**src/rtl/mem_read_arbiter_pkg.sv**
```systemverilog
// mem_arb_pkg: shared types and constants for the memory read arbiter.
//   arb_state_t     - arbiter FSM states (IDLE, ADDR, DATA)
//   REQ_*           - requester slot assignment
//   DEF_*           - default field widths
// Also provides default `ADDR_WIDTH / `DATA_WIDTH if the build does not.
// Optional feature macro: MEM_ARB_PERF_EN (with SIMULATION, provides the
// stats_event hook used to log grants).

`ifndef ADDR_WIDTH
`define ADDR_WIDTH 32
`endif
`ifndef DATA_WIDTH
`define DATA_WIDTH 32
`endif

package mem_arb_pkg;

  typedef enum logic [1:0] {
    IDLE = 2'd0,
    ADDR = 2'd1,
    DATA = 2'd2
  } arb_state_t;

  localparam int unsigned REQ_ICACHE    = 0;
  localparam int unsigned REQ_SBUF      = 1;
  localparam int unsigned REQ_DCACHE    = 2;

  localparam int unsigned DEF_LEN_WIDTH = 4;
  localparam int unsigned DEF_ID_WIDTH  = 4;
  localparam int unsigned PERF_WIDTH    = 32;

`ifdef MEM_ARB_PERF_EN
`ifdef SIMULATION
  function automatic void stats_event(input string name);
  endfunction
`endif
`endif

endpackage

```
**src/rtl/mem_read_arbiter_if.sv**
```systemverilog
// mem_read_arbiter_if: requester-side and memory-side AXI read signals of
// the arbiter.
//   req_*  : per-requester read address / read data handshake (NUM_REQ wide,
//            req_rdata shared and qualified by req_rvalid)
//   mem_*  : single read address / read data channel to main memory
// Modports:
//   slave  - the arbiter's view
//   master - the environment's view (requesters plus memory)

interface mem_read_arbiter_if #(
    parameter int unsigned NUM_REQ   = 2,
    parameter int unsigned LEN_WIDTH = 4,
    parameter int unsigned ID_WIDTH  = 4
);
    logic [NUM_REQ-1:0]                   req_arvalid;
    logic [NUM_REQ-1:0][`ADDR_WIDTH-1:0]  req_araddr;
    logic [NUM_REQ-1:0][LEN_WIDTH-1:0]    req_arlen;
    logic [NUM_REQ-1:0]                   req_arready;
    logic [NUM_REQ-1:0]                   req_rvalid;
    logic [`DATA_WIDTH-1:0]               req_rdata;
    logic [NUM_REQ-1:0]                   req_rready;

    logic                                 mem_arvalid;
    logic [`ADDR_WIDTH-1:0]               mem_araddr;
    logic [LEN_WIDTH-1:0]                 mem_arlen;
    logic [ID_WIDTH-1:0]                  mem_arid;
    logic                                 mem_arready;
    logic                                 mem_rvalid;
    logic [`DATA_WIDTH-1:0]               mem_rdata;
    logic                                 mem_rready;

    modport slave (
        input  req_arvalid, req_araddr, req_arlen, req_rready,
        input  mem_arready, mem_rvalid, mem_rdata,
        output req_arready, req_rvalid, req_rdata,
        output mem_arvalid, mem_araddr, mem_arlen, mem_arid, mem_rready
    );

    modport master (
        output req_arvalid, req_araddr, req_arlen, req_rready,
        output mem_arready, mem_rvalid, mem_rdata,
        input  req_arready, req_rvalid, req_rdata,
        input  mem_arvalid, mem_araddr, mem_arlen, mem_arid, mem_rready
    );

endinterface

```
**src/rtl/mem_read_arbiter_rr_picker.sv**
```systemverilog
// rr_picker: combinational round-robin selector.
//   req     in  NUM_REQ          request vector
//   rr_ptr  in  clog2(NUM_REQ)   highest-priority index this round
//   grant   out clog2(NUM_REQ)   first set request at or after rr_ptr (wraps)
//   any_req out 1                at least one request is set

module rr_picker
    import mem_arb_pkg::*;
#(
    parameter int unsigned NUM_REQ = 2
) (
    input  logic [NUM_REQ-1:0]         req,
    input  logic [$clog2(NUM_REQ)-1:0] rr_ptr,
    output logic [$clog2(NUM_REQ)-1:0] grant,
    output logic                       any_req
);
    localparam int unsigned IDX_W = $clog2(NUM_REQ);

    always_comb begin
        int unsigned idx;
        grant   = '0;
        any_req = 1'b0;
        idx     = 0;
        for (int unsigned i = 0; i < NUM_REQ; i++) begin
            idx = (32'(rr_ptr) + i) % NUM_REQ;
            if (!any_req && req[idx]) begin
                any_req = 1'b1;
                grant   = IDX_W'(idx);
            end
        end
    end

endmodule

```
**src/rtl/mem_read_arbiter.sv**
```systemverilog
// mem_read_arbiter: shares one AXI read channel to main memory between
// NUM_REQ read masters (0 i-cache refill, 1 stream buffer, 2 d-cache).
// One burst outstanding at a time; winner picked round-robin and latched,
// read beats routed back to the owner only.
//   clk              in   clock
//   rst              in   synchronous reset, active-high
//   perf_wait_cycles out  per-requester saturating wait counters
//                         (only with MEM_ARB_PERF_EN)
//   bus              slave modport of mem_read_arbiter_if
// Optional feature macro: MEM_ARB_PERF_EN.

module mem_read_arbiter
    import mem_arb_pkg::*;
#(
    parameter int unsigned NUM_REQ   = 2,
    parameter int unsigned LEN_WIDTH = DEF_LEN_WIDTH,
    parameter int unsigned ID_WIDTH  = DEF_ID_WIDTH
) (
    input  logic clk,
    input  logic rst,
`ifdef MEM_ARB_PERF_EN
    output logic [NUM_REQ-1:0][PERF_WIDTH-1:0] perf_wait_cycles,
`endif
    mem_read_arbiter_if.slave bus
);
    localparam int unsigned IDX_W = $clog2(NUM_REQ);

    arb_state_t             state, state_nxt;
    logic [IDX_W-1:0]       rr_ptr, owner, pick_idx;
    logic                   any_req;
    logic [`ADDR_WIDTH-1:0] addr_q;
    logic [LEN_WIDTH-1:0]   len_q, beat_cnt;
    logic                   r_hs, last_beat;

    rr_picker #(.NUM_REQ(NUM_REQ)) u_picker (
        .req     (bus.req_arvalid),
        .rr_ptr  (rr_ptr),
        .grant   (pick_idx),
        .any_req (any_req)
    );

    // State register
    always_ff @(posedge clk) begin
        if (rst) state <= IDLE;
        else     state <= state_nxt;
    end

    // Next-state logic
    always_comb begin
        state_nxt = state;
        unique case (state)
            IDLE:    if (any_req)         state_nxt = ADDR;
            ADDR:    if (bus.mem_arready) state_nxt = DATA;
            DATA:    if (last_beat)       state_nxt = IDLE;
            default:                      state_nxt = IDLE;
        endcase
    end

    // Output logic; req_rdata is a plain pass-through, qualified by req_rvalid
    always_comb begin
        bus.req_arready = '0;
        bus.req_rvalid  = '0;
        bus.req_rdata   = bus.mem_rdata;
        bus.mem_arvalid = 1'b0;
        bus.mem_araddr  = '0;
        bus.mem_arlen   = '0;
        bus.mem_arid    = '0;
        bus.mem_rready  = 1'b0;
        r_hs            = 1'b0;
        last_beat       = 1'b0;
        unique case (state)
            ADDR: begin
                bus.mem_arvalid        = 1'b1;
                bus.mem_araddr         = addr_q;
                bus.mem_arlen          = len_q;
                bus.mem_arid           = ID_WIDTH'(owner);
                bus.req_arready[owner] = bus.mem_arready;
            end
            DATA: begin
                bus.req_rvalid[owner] = bus.mem_rvalid;
                bus.mem_rready        = bus.req_rready[owner];
                r_hs                  = bus.mem_rvalid && bus.req_rready[owner];
                last_beat             = r_hs && (beat_cnt == len_q - LEN_WIDTH'(1));
            end
            default: ;
        endcase
    end

    // Latched request and burst bookkeeping
    always_ff @(posedge clk) begin
        if (rst) begin
            rr_ptr   <= '0;
            owner    <= '0;
            addr_q   <= '0;
            len_q    <= '0;
            beat_cnt <= '0;
        end else begin
            unique case (state)
                IDLE: if (any_req) begin
                    owner  <= pick_idx;
                    addr_q <= bus.req_araddr[pick_idx];
                    // A zero-length request still moves one beat
                    len_q  <= (bus.req_arlen[pick_idx] == '0) ? LEN_WIDTH'(1)
                                                              : bus.req_arlen[pick_idx];
                end
                ADDR: if (bus.mem_arready) beat_cnt <= '0;
                DATA: if (r_hs) begin
                    beat_cnt <= beat_cnt + LEN_WIDTH'(1);
                    // Just-served owner drops to lowest priority
                    if (last_beat)
                        rr_ptr <= (owner == IDX_W'(NUM_REQ - 1)) ? '0 : owner + IDX_W'(1);
                end
                default: ;
            endcase
        end
    end

`ifdef MEM_ARB_PERF_EN
    always_ff @(posedge clk) begin
        if (rst) begin
            perf_wait_cycles <= '0;
        end else begin
            for (int unsigned i = 0; i < NUM_REQ; i++) begin
                if (bus.req_arvalid[i] && !bus.req_arready[i] && (perf_wait_cycles[i] != '1))
                    perf_wait_cycles[i] <= perf_wait_cycles[i] + PERF_WIDTH'(1);
            end
        end
    end
`ifdef SIMULATION
    always_ff @(posedge clk) begin
        if (!rst && (state == ADDR) && bus.mem_arready) stats_event("MemArb_grant");
    end
`endif
`endif

endmodule

```
**src/flat_wrapper.sv**
```systemverilog
// flat-port wrapper written by rule: the top's interface ports become plain ports
module mem_read_arbiter_flat import mem_arb_pkg::*;
#(
    parameter int unsigned NUM_REQ   = 2,
    parameter int unsigned LEN_WIDTH = DEF_LEN_WIDTH,
    parameter int unsigned ID_WIDTH  = DEF_ID_WIDTH
)
  (clk, rst, bus_req_arvalid, bus_req_araddr, bus_req_arlen, bus_req_rready, bus_mem_arready, bus_mem_rvalid, bus_mem_rdata, bus_req_arready, bus_req_rvalid, bus_req_rdata, bus_mem_arvalid, bus_mem_araddr, bus_mem_arlen, bus_mem_arid, bus_mem_rready);
  mem_read_arbiter_if #(.NUM_REQ(NUM_REQ), .LEN_WIDTH(LEN_WIDTH), .ID_WIDTH(ID_WIDTH)) bus_i ();
  input  logic clk;
  input  logic rst;
  input wire logic [$bits(bus_i.req_arvalid)-1:0] bus_req_arvalid;
  input wire logic [$bits(bus_i.req_araddr)-1:0] bus_req_araddr;
  input wire logic [$bits(bus_i.req_arlen)-1:0] bus_req_arlen;
  input wire logic [$bits(bus_i.req_rready)-1:0] bus_req_rready;
  input wire logic [$bits(bus_i.mem_arready)-1:0] bus_mem_arready;
  input wire logic [$bits(bus_i.mem_rvalid)-1:0] bus_mem_rvalid;
  input wire logic [$bits(bus_i.mem_rdata)-1:0] bus_mem_rdata;
  output wire logic [$bits(bus_i.req_arready)-1:0] bus_req_arready;
  output wire logic [$bits(bus_i.req_rvalid)-1:0] bus_req_rvalid;
  output wire logic [$bits(bus_i.req_rdata)-1:0] bus_req_rdata;
  output wire logic [$bits(bus_i.mem_arvalid)-1:0] bus_mem_arvalid;
  output wire logic [$bits(bus_i.mem_araddr)-1:0] bus_mem_araddr;
  output wire logic [$bits(bus_i.mem_arlen)-1:0] bus_mem_arlen;
  output wire logic [$bits(bus_i.mem_arid)-1:0] bus_mem_arid;
  output wire logic [$bits(bus_i.mem_rready)-1:0] bus_mem_rready;
  assign bus_i.req_arvalid = bus_req_arvalid;
  assign bus_i.req_araddr = bus_req_araddr;
  assign bus_i.req_arlen = bus_req_arlen;
  assign bus_i.req_rready = bus_req_rready;
  assign bus_i.mem_arready = bus_mem_arready;
  assign bus_i.mem_rvalid = bus_mem_rvalid;
  assign bus_i.mem_rdata = bus_mem_rdata;
  assign bus_req_arready = bus_i.req_arready;
  assign bus_req_rvalid = bus_i.req_rvalid;
  assign bus_req_rdata = bus_i.req_rdata;
  assign bus_mem_arvalid = bus_i.mem_arvalid;
  assign bus_mem_araddr = bus_i.mem_araddr;
  assign bus_mem_arlen = bus_i.mem_arlen;
  assign bus_mem_arid = bus_i.mem_arid;
  assign bus_mem_rready = bus_i.mem_rready;
  mem_read_arbiter #(.NUM_REQ(NUM_REQ), .LEN_WIDTH(LEN_WIDTH), .ID_WIDTH(ID_WIDTH)) u_core (.clk(clk), .rst(rst), .bus(bus_i));
endmodule
```
**config.mk**
```make
export PLATFORM = sky130hd
export DESIGN_NAME = mem_read_arbiter_flat
export DESIGN_NICKNAME = d
export VERILOG_FILES = /design/src/rtl/mem_read_arbiter_pkg.sv /design/src/rtl/mem_read_arbiter_if.sv /design/src/rtl/mem_read_arbiter_rr_picker.sv /design/src/rtl/mem_read_arbiter.sv /design/src/flat_wrapper.sv
export SDC_FILE = /design/constraint.sdc
export NUM_CORES = 1
export LEC_CHECK = 0
export ABC_CLOCK_PERIOD_IN_PS = 4000
export BUFFER_PORTS_ARGS = -buffer_cell sky130_fd_sc_hd__buf_2
export CAP_MARGIN = 20
export CORE_ASPECT_RATIO = 0.8
export CORE_MARGIN = 5
export CORE_UTILIZATION = 40
export DETAILED_ROUTE_END_ITERATION = 6
export PLACE_DENSITY = 0.91
export SLEW_MARGIN = 20
export SYNTH_ARGS = -nofsm -noshare
export SYNTH_HDL_FRONTEND = slang
export SYNTH_SLANG_ARGS = --single-unit
```
**constraint.sdc**
```tcl
create_clock -name clk -period 4 [get_ports clk]
set_input_delay 0.4 -clock clk [delete_from_list [all_inputs] [get_ports clk]]
set_output_delay 0.4 -clock clk [all_outputs]
set_load 0.01 [all_outputs]
```
==> impl_metrics.py, run 1 <==
metrics = {
    "power_and_ir_drop": {
        "finalPower_w": 0.00108,
        "power_leakage_nw": 1.63,
        "combPwrFrac": 0.265,
        "switchingPower_w": 0.000324,
        "clockPowerShare": 0.258,
        "p_int_w": 0.000761,
        "seqPwrFrac": 0.477,
        "ir_drop_mv": 0.143,
        "cellPowerDensity_mw_per_mm2": 349,
        "p_sw_frac": 0.299,
    },
    "final_layout": {
        "fin_nets": 494,
        "drive_above_1_share": 0.354,
        "final_core_util": 0.485,
        "n_fill_cell": 616,
        "area_delta_synth_final_pct": 17.5,
        "diodes": 0,
        "final_cells": 465,
    },
    "synth": {
        "yosys-top-cells-area": "dfxtp_1 (33%), mux2i_1 (14%), a211oi_1 (10%)",
        "yosys.area.top_type": "dfxtp_1",
        "ys_types": 34,
        "yosysSeqAreaShare": 0.333,
        "yosysWarnings": 0,
        "synth-seq-cells": 44,
        "syn_avg_cell_area_um2": 8.67,
        "postSynthCellCount": 305,
        "synth_area_mm2": 0.00265,
        "yosysTopAreaCellShare": 0.333,
    },
    "sta": {
        "rsz0062_at_grt": "false",
        "final_max_slew_viol_count": 0,
        "worst_slew_pin_slew_ns": 1.08,
        "setup_viol": 0,
        "hold_viol": 0,
        "max_freq_ghz": 0.474,
        "holdWs_ns": 0.405,
        "fin_skew_ns": 0.00247,
        "period_minus_slack_ns": 2.11,
        "slew_headroom": 0.277,
        "min_period_over_period": 0.527,
        "finalSetupTns_ns": 0,
    },
    "setup_path": {
        "cp_num_buf_inv": 1,
        "critical_path_depth": 3,
        "r2r_end": "u_core.rr_ptr$_SDFFE_PP0P_",
        "cp_max_fo": 40,
        "crit_required_ns": 3.60,
        "critPathMaxStageDelay_ns": 0.65,
        "rr_worst_depth": 6,
        "r2r_start": "u_core.len_q[0]$_SDFFE_PP0P_",
        "worst_path_max_delay_cell": "nor2b_4",
        "cp-start-kind": "register",
        "cp-endpoint": "bus_mem_arlen[1]",
        "cp_data_arrival_time_ns": 1.71,
        "cp-startpoint": "u_core.state[0]$_SDFFE_PP0P_",
        "crit_path_end_kind": "output port",
        "worstSetupPathType": "register to output port",
        "r2r_slack_ns": 2.06,
        "worstPathCellList": "nor2b_4, and2_1, buf_2",
        "cp_top_family": "simple AND/OR/NAND/NOR gates",
    },
    "clock_tree": {
        "post_cts_buffers": 0,
        "clk_path_buf_depth": 2,
        "clkLatencyLatePin_ns": 0.28,
        "cts.sinks": 44,
        "ctsHoldBuffers": 0,
        "cts_max_level": 2,
        "cts_inserted_buffers": 5,
        "path_clk_slew_ns": 0.08,
        "cts_tree": "built",
        "cts_resized": 0,
        "clock-root-buffer": "clkbuf_8",
    },
    "run_status": {
        "status": "finished clean",
    },
    "die": {
        "dieArea_mm2": 0.00835,
        "io-pin-count": 190,
        "rows": 26,
        "core_mm2": 0.00641,
        "die_w_um": 101,
        "start_util": 0.413,
        "fp.dieH_um": 82.7,
    },
    "detailed_routing": {
        "drtAntennaViolNets": 0,
        "drtIter0Drc": 34,
        "wl_mm": 6.15,
        "routedWlPerCell_um": 13.2,
        "drc_errors": 0,
        "vias": 2316,
        "dr.pass1.iters": 4,
        "routed_via_density": 4.98,
    },
    "placed_design": {
        "port_buffers": 122,
        "hpwl_mm": 4.78,
        "gp_congestion": 0.716,
        "dp.cells": 457,
    },
    "grt": {
        "grt_util_all_layers": 0.147,
        "grt_pass1_wl_mm": 9.96,
        "antenna_found_initial": 0,
        "grt_pass1_vias": 2296,
        "grt_max_degree": 43,
        "grt-ovfl-total": 0,
    },
    "run": {
        "cap_viol_max_count": 0,
    },
    "hold_path": {
        "hold_path_class": "primary input to register",
    },
}
==> through the flow <==
step | setup slack [ns] | area [um2]
after floorplan | 2.26 | 2650
after global placement | 1.88 | 2990
after detailed placement | 1.81 | 3010
after CTS | 1.48 | 3100
after global routing | 1.72 | 3110
final | 1.89 | 3110
==> cell usage after synthesis <==
master	instances
xor2_1	2
and3_1	2
xnor2_1	5
a32oi_1	1
nand3_1	1
nor3_1	3
or3_1	2
a211oi_1	36
nand4b_4	1
and2_1	36
ha_1	2
nor2b_1	3
buf_1	1
nand2b_1	4
o31ai_1	1
mux2_1	1
dfxtp_1	44
nor4_2	1
buf_6	3
o21ai_0	4
conb_1	1
nand3b_1	2
nand2_2	1
clkbuf_1	12
nor2_1	43
nand2_1	3
and2_2	1
mux2i_1	36
o21a_1	2
buf_4	36
a21oi_1	6
buf_2	5
inv_1	3
a311o_1	1
==> cells in the final DEF (no fill, tap or decap), drive strengths merged, types with 4 or more instances in the layout <==
master,n
a211oi,36
a21oi,6
and2,37
buf,123
clkbuf,8
dfxtp,44
mux2i,36
nand2,4
nand2b,4
nor2,43
o21ai,4
xnor2,5
==> power groups by stage <==
| stage | Combinational [W] | Sequential [W] | Clock [W] |
|---|---|---|---|
| 2_1_floorplan | 0.000235 | 0.000517 | 0 |
| 6_report | 0.000287 | 0.000517 | 0.000280 |
| 3_5_place_dp | 0.000289 | 0.000527 | 0 |
| 5_1_grt | 0.000323 | 0.000524 | 0.000309 |
| 3_3_place_gp | 0.000273 | 0.000525 | 0 |
| 4_1_cts | 0.000290 | 0.000517 | 0.000295 |
==> layout make-up <==
| type | instances | area, um2 | share of cell area |
|---|---|---|---|
| tap | 84 | 105 | 0.0338 |
| clock buffer | 8 | 90.1 | 0.0290 |
| sequential | 44 | 881 | 0.283 |
| timing repair buffer | 123 | 631 | 0.203 |
| multi-input combinational | 203 | 1390 | 0.447 |
| inverter | 3 | 11.3 | 0.00362 |
==> worst min path at each step <==
stage,start,to,depth (start not counted)
2_1_floorplan,u_core.beat_cnt[3]$_SDFFE_PP0P_,u_core.beat_cnt[3]$_SDFFE_PP0P_,2
3_3_place_gp,u_core.addr_q[29]$_SDFFE_PP0P_,u_core.addr_q[29]$_SDFFE_PP0P_,2
3_5_place_dp,u_core.addr_q[20]$_SDFFE_PP0P_,u_core.addr_q[20]$_SDFFE_PP0P_,2
4_1_cts,bus_mem_arready,u_core.state[0]$_SDFFE_PP0P_,3
5_1_grt,bus_mem_arready,u_core.state[0]$_SDFFE_PP0P_,3
6_report,bus_mem_arready,u_core.state[0]$_SDFFE_PP0P_,3
==> state kept, by name, summed over array words and instances (netlist names) <==
signal	cells
u_core.addr_q	32
u_core.len_q	4
u_core.rr_ptr	1
u_core.state	2
u_core.beat_cnt	4
u_core.owner	1
==> per-layer routing <==
layer	vias to the layer above	part of all wire	GRT usage
li1	1157	-	-
met1	1044	0.42	0.166
met2	100	0.48	0.262
met3	15	0.089	0.0479
met4	0	0.014	0.0544
met5	-	0	0
==> worst min-delay path: cells and delay by family <==
family                 cells  cell delay, ns
buffers and inverters      1            0.10
and+or+nand+nor            1            0.10
AOI/OAI and AO/OA          1            0.05
==> kinds of logic (layout without fill, tap and decap cells) <==
group	after synthesis	after routing	synth area share
AO/OA/AOI/OAI	51	51	0.137
XOR/XNOR	7	7	0.0232
adder cells (fa/ha/maj)	2	2	0.00946
buffers and inverters	60	134	0.147
flip-flops	44	44	0.333
multiplexers	37	37	0.140
other	1	3	0.00142
AND/OR/NAND/NOR	103	103	0.209
Power figures use the tool's default switching activity.
==> inputs of run 2 (changes only) <==
--- a/config.mk
+++ b/config.mk
@@ -5,7 +5,7 @@
 export SDC_FILE = /design/constraint.sdc
 export NUM_CORES = 1
 export LEC_CHECK = 0
-export ABC_CLOCK_PERIOD_IN_PS = 4000
+export ABC_CLOCK_PERIOD_IN_PS = 2100
 export BUFFER_PORTS_ARGS = -buffer_cell sky130_fd_sc_hd__buf_2
 export CAP_MARGIN = 20
 export CORE_ASPECT_RATIO = 0.8
==> constraint.sdc (replaced) <==
create_clock -name clk -period 2.1 [get_ports clk]
set_input_delay 0.21 -clock clk [delete_from_list [all_inputs] [get_ports clk]]
set_output_delay 0.21 -clock clk [all_outputs]
set_load 0.01 [all_outputs]
==> run 2 against run 1 <==
Routed wire length grew 1.9%. Critical path depth increased by 3. Combinational power up 92%. Largest power group unchanged. Core utilization is 0.29 points higher. Largest cell class unchanged.
==> impl_metrics.py, run 2 (same netlist as run 1, synthesis figures left out) <==
metrics = {
    "die": {
        "core_mm2": 0.00641,
        "dieArea_mm2": 0.00835,
        "die_w_um": 101,
        "start_util": 0.413,
        "fp.dieH_um": 82.7,
        "io-pin-count": 190,
        "rows": 26,
    },
    "grt": {
        "grt_pass1_vias": 2270,
        "antenna_found_initial": 0,
        "grt-ovfl-total": 0,
        "grt_max_degree": 43,
        "grt_pass1_wl_mm": 10.1,
        "grt_util_all_layers": 0.149,
    },
    "detailed_routing": {
        "routed_via_density": 5.03,
        "vias": 2355,
        "wl_mm": 6.27,
        "drtIter0Drc": 73,
        "drtAntennaViolNets": 0,
        "dr.pass1.iters": 4,
        "drc_errors": 0,
        "routedWlPerCell_um": 13.4,
    },
    "power_and_ir_drop": {
        "power_leakage_nw": 1.65,
        "cellPowerDensity_mw_per_mm2": 641,
        "finalPower_w": 0.00201,
        "ir_drop_mv": 0.257,
    },
    "sta": {
        "min_period_over_period": 0.892,
        "rsz0062_at_grt": "false",
        "holdWs_ns": 0.227,
        "final_max_slew_viol_count": 0,
        "setup_viol": 0,
        "period_minus_slack_ns": 1.87,
        "hold_viol": 0,
        "fin_skew_ns": 0.00435,
        "max_freq_ghz": 0.534,
        "finalSetupTns_ns": 0,
    },
    "setup_path": {
        "cp_max_fo": 5,
        "r2r_end": "u_core.rr_ptr$_SDFFE_PP0P_",
        "crit_path_end_kind": "register",
        "crit_required_ns": 2.28,
        "cp-start-kind": "register",
        "cp_data_arrival_time_ns": 2.05,
        "worstSetupPathType": "register to register",
        "worst_path_max_delay_cell": "dfxtp_1",
        "critical_path_depth": 6,
        "cp_top_family": "flip-flops",
        "r2r_start": "u_core.len_q[0]$_SDFFE_PP0P_",
        "cp_num_buf_inv": 1,
        "r2r_slack_ns": 0.23,
        "critPathMaxStageDelay_ns": 0.42,
        "worstPathCellList": "inv_1, ha_1, xor2_1, nand4b_4, nor4_2, mux2_1",
        "rr_worst_depth": 6,
    },
    "final_layout": {
        "top_regs": "u_core.addr_q: 32 flops, u_core.beat_cnt: 4 flops, u_core.len_q: 4 flops",
        "diodes": 0,
        "largest_reg_flops": 32,
        "top_register": "u_core.addr_q",
        "area_delta_synth_final_pct": 18.3,
        "drive_above_1_share": 0.365,
        "final_common_cell": "buf_2",
        "final_cell_mix": "buf_2 (122), dfxtp_1 (44), nor2_1 (43)",
        "final_cells": 468,
        "fin_nets": 500,
    },
    "clock_tree": {
        "cts_max_level": 2,
        "path_clk_slew_ns": 0.08,
        "cts_inserted_buffers": 5,
        "clock-root-buffer": "clkbuf_8",
        "cts.sinks": 44,
        "cts_resized": 0,
        "cts_tree": "built",
        "post_cts_buffers": 0,
        "ctsHoldBuffers": 0,
        "clk_path_buf_depth": 2,
        "clkLatencyLatePin_ns": 0.28,
    },
    "hold_path": {
        "hold_end": "u_core.state[0]$_SDFFE_PP0P_",
        "hold_path_class": "primary input to register",
        "hp-start": "bus_mem_arready",
        "hold_depth": 3,
    },
    "placed_design": {
        "dp.cells": 463,
        "port_buffers": 122,
        "gp_congestion": 0.785,
        "hpwl_mm": 5.06,
    },
    "run_status": {
        "status": "finished clean",
    },
    "run": {
        "cap_viol_max_count": 0,
    },
}
[run 2: power breakdown]
| group | switching, W | internal, W |
|---|---|---|
| Sequential | 0.0000555 | 0.000929 |
| Clock | 0.000256 | 0.000215 |
| Combinational | 0.000296 | 0.000255 |
| Total | 0.000608 | 0.00140 |
[run 2: final cells by class]
cell class              count  area [um2]
flip-flops and latches     44         881
fillers                   614        3280
inverters                   3        11.3
clock buffers               5        68.8
well taps                  84         105
repair buffers            129         676
multi-input cells         203        1390
[run 2: through the flow]
stage / util / worst slack, ns / area [um2]
2_1_floorplan: - / 0.359 / 2650
3_3_place_gp: 0.477 / 0.326 / 3060
3_5_place_dp: 0.477 / 0.223 / 3060
4_1_cts: 0.488 / 0.218 / 3130
5_1_grt: 0.488 / 0.137 / 3130
6_report: 0.488 / 0.226 / 3130
[run 2: how the worst max path moves through the flow]
stage | startpoint | end | slack (ns)
floorplan | u_core.len_q[0]$_SDFFE_PP0P_ | u_core.rr_ptr$_SDFFE_PP0P_ | 0.36
global placement | u_core.len_q[0]$_SDFFE_PP0P_ | u_core.rr_ptr$_SDFFE_PP0P_ | 0.33
detailed placement | u_core.len_q[0]$_SDFFE_PP0P_ | u_core.rr_ptr$_SDFFE_PP0P_ | 0.22
CTS | u_core.len_q[0]$_SDFFE_PP0P_ | u_core.rr_ptr$_SDFFE_PP0P_ | 0.22
global route | u_core.len_q[0]$_SDFFE_PP0P_ | u_core.rr_ptr$_SDFFE_PP0P_ | 0.14
finish | u_core.len_q[0]$_SDFFE_PP0P_ | u_core.rr_ptr$_SDFFE_PP0P_ | 0.23
[run 2: tightest hold or removal path: cells and delay by family]
kind | cells | cell delay [ns]
AOI/OAI and AO/OA | 1 | 0.06
buffers and inverters | 1 | 0.09
and+or+nand+nor | 1 | 0.09
[run 2: layer usage]
layer	track usage	routed length, um	vias to the layer above
met5	0	0	-
met4	0.0544	82	0
met3	0.0462	543	13
met2	0.267	3070	98
met1	0.169	2570	1078
li1	-	-	1166
==> inputs of run 3 (changes only) <==
--- a/config.mk
+++ b/config.mk
@@ -8,7 +8,7 @@
 export ABC_CLOCK_PERIOD_IN_PS = 2100
 export BUFFER_PORTS_ARGS = -buffer_cell sky130_fd_sc_hd__buf_2
 export CAP_MARGIN = 20
-export CORE_ASPECT_RATIO = 0.8
+export CORE_ASPECT_RATIO = 1.25
 export CORE_MARGIN = 5
 export CORE_UTILIZATION = 40
 export DETAILED_ROUTE_END_ITERATION = 6
==> run 3 against run 2 <==
Power increased by 9.3%. Final area rose by 1.8%. Cell count up 0.85%. Critical path depth is the same. Routed wire length rose by 3.3%.
==> impl_metrics.py, run 3 (same netlist as run 1, synthesis figures left out) <==
metrics = {
    "sta": {
        "period_minus_slack_ns": 1.96,
        "setup_viol": 0,
        "final_max_slew_viol_count": 0,
        "holdWs_ns": 0.204,
        "max_freq_ghz": 0.510,
        "hold_viol": 0,
        "rsz0062_at_grt": "false",
        "fin_skew_ns": 0.00845,
        "finalSetupTns_ns": 0,
        "min_period_over_period": 0.934,
    },
    "detailed_routing": {
        "drc_errors": 0,
        "routedWlPerCell_um": 13.7,
        "dr.pass1.iters": 4,
        "drtIter0Drc": 47,
        "routed_via_density": 4.93,
        "vias": 2329,
        "drtAntennaViolNets": 0,
        "wl_mm": 6.47,
    },
    "setup_path": {
        "worst_path_max_delay_cell": "dfxtp_1",
        "cp-start-kind": "register",
        "rr_worst_depth": 6,
        "cp_max_fo": 5,
        "cp-endpoint": "u_core.rr_ptr$_SDFFE_PP0P_",
        "cp_top_family": "flip-flops",
        "worstSetupPathType": "register to register",
        "r2r_slack_ns": 0.14,
        "cp_num_buf_inv": 1,
        "crit_path_end_kind": "register",
        "critical_path_depth": 6,
        "r2r_end": "u_core.rr_ptr$_SDFFE_PP0P_",
        "worstPathCellList": "inv_1, ha_1, xor2_1, nand4b_4, nor4_2, mux2_1",
        "critPathMaxStageDelay_ns": 0.43,
        "r2r_start": "u_core.len_q[0]$_SDFFE_PP0P_",
        "cp_data_arrival_time_ns": 2.15,
        "crit_required_ns": 2.29,
        "cp-startpoint": "u_core.len_q[0]$_SDFFE_PP0P_",
    },
    "placed_design": {
        "port_buffers": 122,
        "gp_congestion": 0.837,
        "dp.cells": 464,
        "hpwl_mm": 5.05,
    },
    "final_layout": {
        "area_delta_synth_final_pct": 20.4,
        "n_fill_cell": 612,
        "drive_above_1_share": 0.366,
        "final_common_cell": "buf_2",
        "multiInputGateArea_mm2": 0.00139,
        "top_regs": "u_core.addr_q: 32 flops, u_core.beat_cnt: 4 flops, u_core.len_q: 4 flops",
        "fin_nets": 498,
        "largest_reg_flops": 32,
        "top_register": "u_core.addr_q",
        "final_cell_mix": "buf_2 (122), dfxtp_1 (44), nor2_1 (43)",
        "final_core_util": 0.491,
        "layout.area.seq_um2": 881,
        "diodes": 0,
        "final_cells": 472,
    },
    "clock_tree": {
        "cts.sinks": 44,
        "ctsHoldBuffers": 0,
        "clkLatencyLatePin_ns": 0.29,
        "cts_tree": "built",
        "cts_max_level": 2,
        "cts_resized": 0,
        "post_cts_buffers": 0,
        "clock-root-buffer": "clkbuf_8",
        "path_clk_slew_ns": 0.09,
        "clk_path_buf_depth": 2,
        "cts_inserted_buffers": 5,
    },
    "power_and_ir_drop": {
        "ir_drop_mv": 0.456,
        "power_leakage_nw": 1.67,
        "cellPowerDensity_mw_per_mm2": 689,
    },
    "die": {
        "dieArea_mm2": 0.00835,
        "fp.dieH_um": 101,
        "rows": 33,
        "start_util": 0.408,
        "io-pin-count": 190,
        "core_mm2": 0.00648,
        "die_w_um": 82.7,
    },
    "grt": {
        "grt_pass1_vias": 2425,
        "grt_pass1_wl_mm": 10.6,
        "grt-ovfl-total": 0,
        "grt_util_all_layers": 0.162,
        "grt_max_degree": 71,
        "antenna_found_initial": 0,
    },
    "hold_path": {
        "hold_path_class": "primary input to register",
    },
    "run_status": {
        "status": "finished clean",
    },
    "run": {
        "cap_viol_max_count": 0,
    },
}
==> run 3: cell count changes in the layout (fill, tap and decap cells not counted) <==
cell and delta:
buf_12 +2, buf_4 -4, bufinv_16 +1, clkinv_2 +1, clkinvlp_4 +1
==> run 3: power by group <==
group          leakage, nW  switching [W]  total (W)  internal, W
registers            0.365      0.0000557   0.000985     0.000929
logic                 1.25       0.000298   0.000559     0.000261
clock network       0.0541       0.000298   0.000650     0.000352
==> run 3: per-stage QoR <==
stage / total power (W) / setup WS (ns) / instance area, um2
3_5_place_dp: 0.00157 / 0.174 / 3070
4_1_cts: 0.00223 / 0.158 / 3180
2_1_floorplan: 0.00143 / 0.359 / 2650
6_report: 0.00219 / 0.138 / 3180
5_1_grt: 0.00234 / 0.0606 / 3180
3_3_place_gp: 0.00155 / 0.328 / 3070
==> run 3: worst min-delay path by stage <==
stage / start / to / slack, ns / cells after the start
global route: bus_mem_arready / u_core.state[0]$_SDFFE_PP0P_ / 0.20 / 3
CTS: bus_mem_arready / u_core.state[0]$_SDFFE_PP0P_ / 0.19 / 3
finish: bus_mem_arready / u_core.state[0]$_SDFFE_PP0P_ / 0.20 / 3
global placement: bus_mem_rdata[15] / bus_req_rdata[15] / 0.42 / 0
floorplan: bus_mem_arready / u_core.state[0]$_SDFFE_PP0P_ / 0.39 / 2
detailed placement: bus_mem_rdata[15] / bus_req_rdata[15] / 0.42 / 0
==> run 3: layout make-up <==
| type | count | area share |
|---|---|---|
| multi-input combinational | 203 | 0.435 |
| clock buffer | 5 | 0.0216 |
| inverter | 3 | 0.00354 |
| tap | 87 | 0.0342 |
| timing repair buffer | 127 | 0.215 |
| clock inverter | 3 | 0.0134 |
| sequential | 44 | 0.277 |
==> run 3: routing by layer <==
layer	global-route usage	part of all wire	wire length (um)
met1	0.176	0.38	2440
met2	0.288	0.52	3340
met3	0.0331	0.069	444
met4	0.0868	0.039	250
met5	0	0	0
==> run 3: tightest hold or removal path: cells and delay by family <==
family / cells / cell delay [ns]
AO/OA/AOI/OAI: 1 / 0.06
buffers and inverters: 1 / 0.09
AND/OR/NAND/NOR: 1 / 0.09
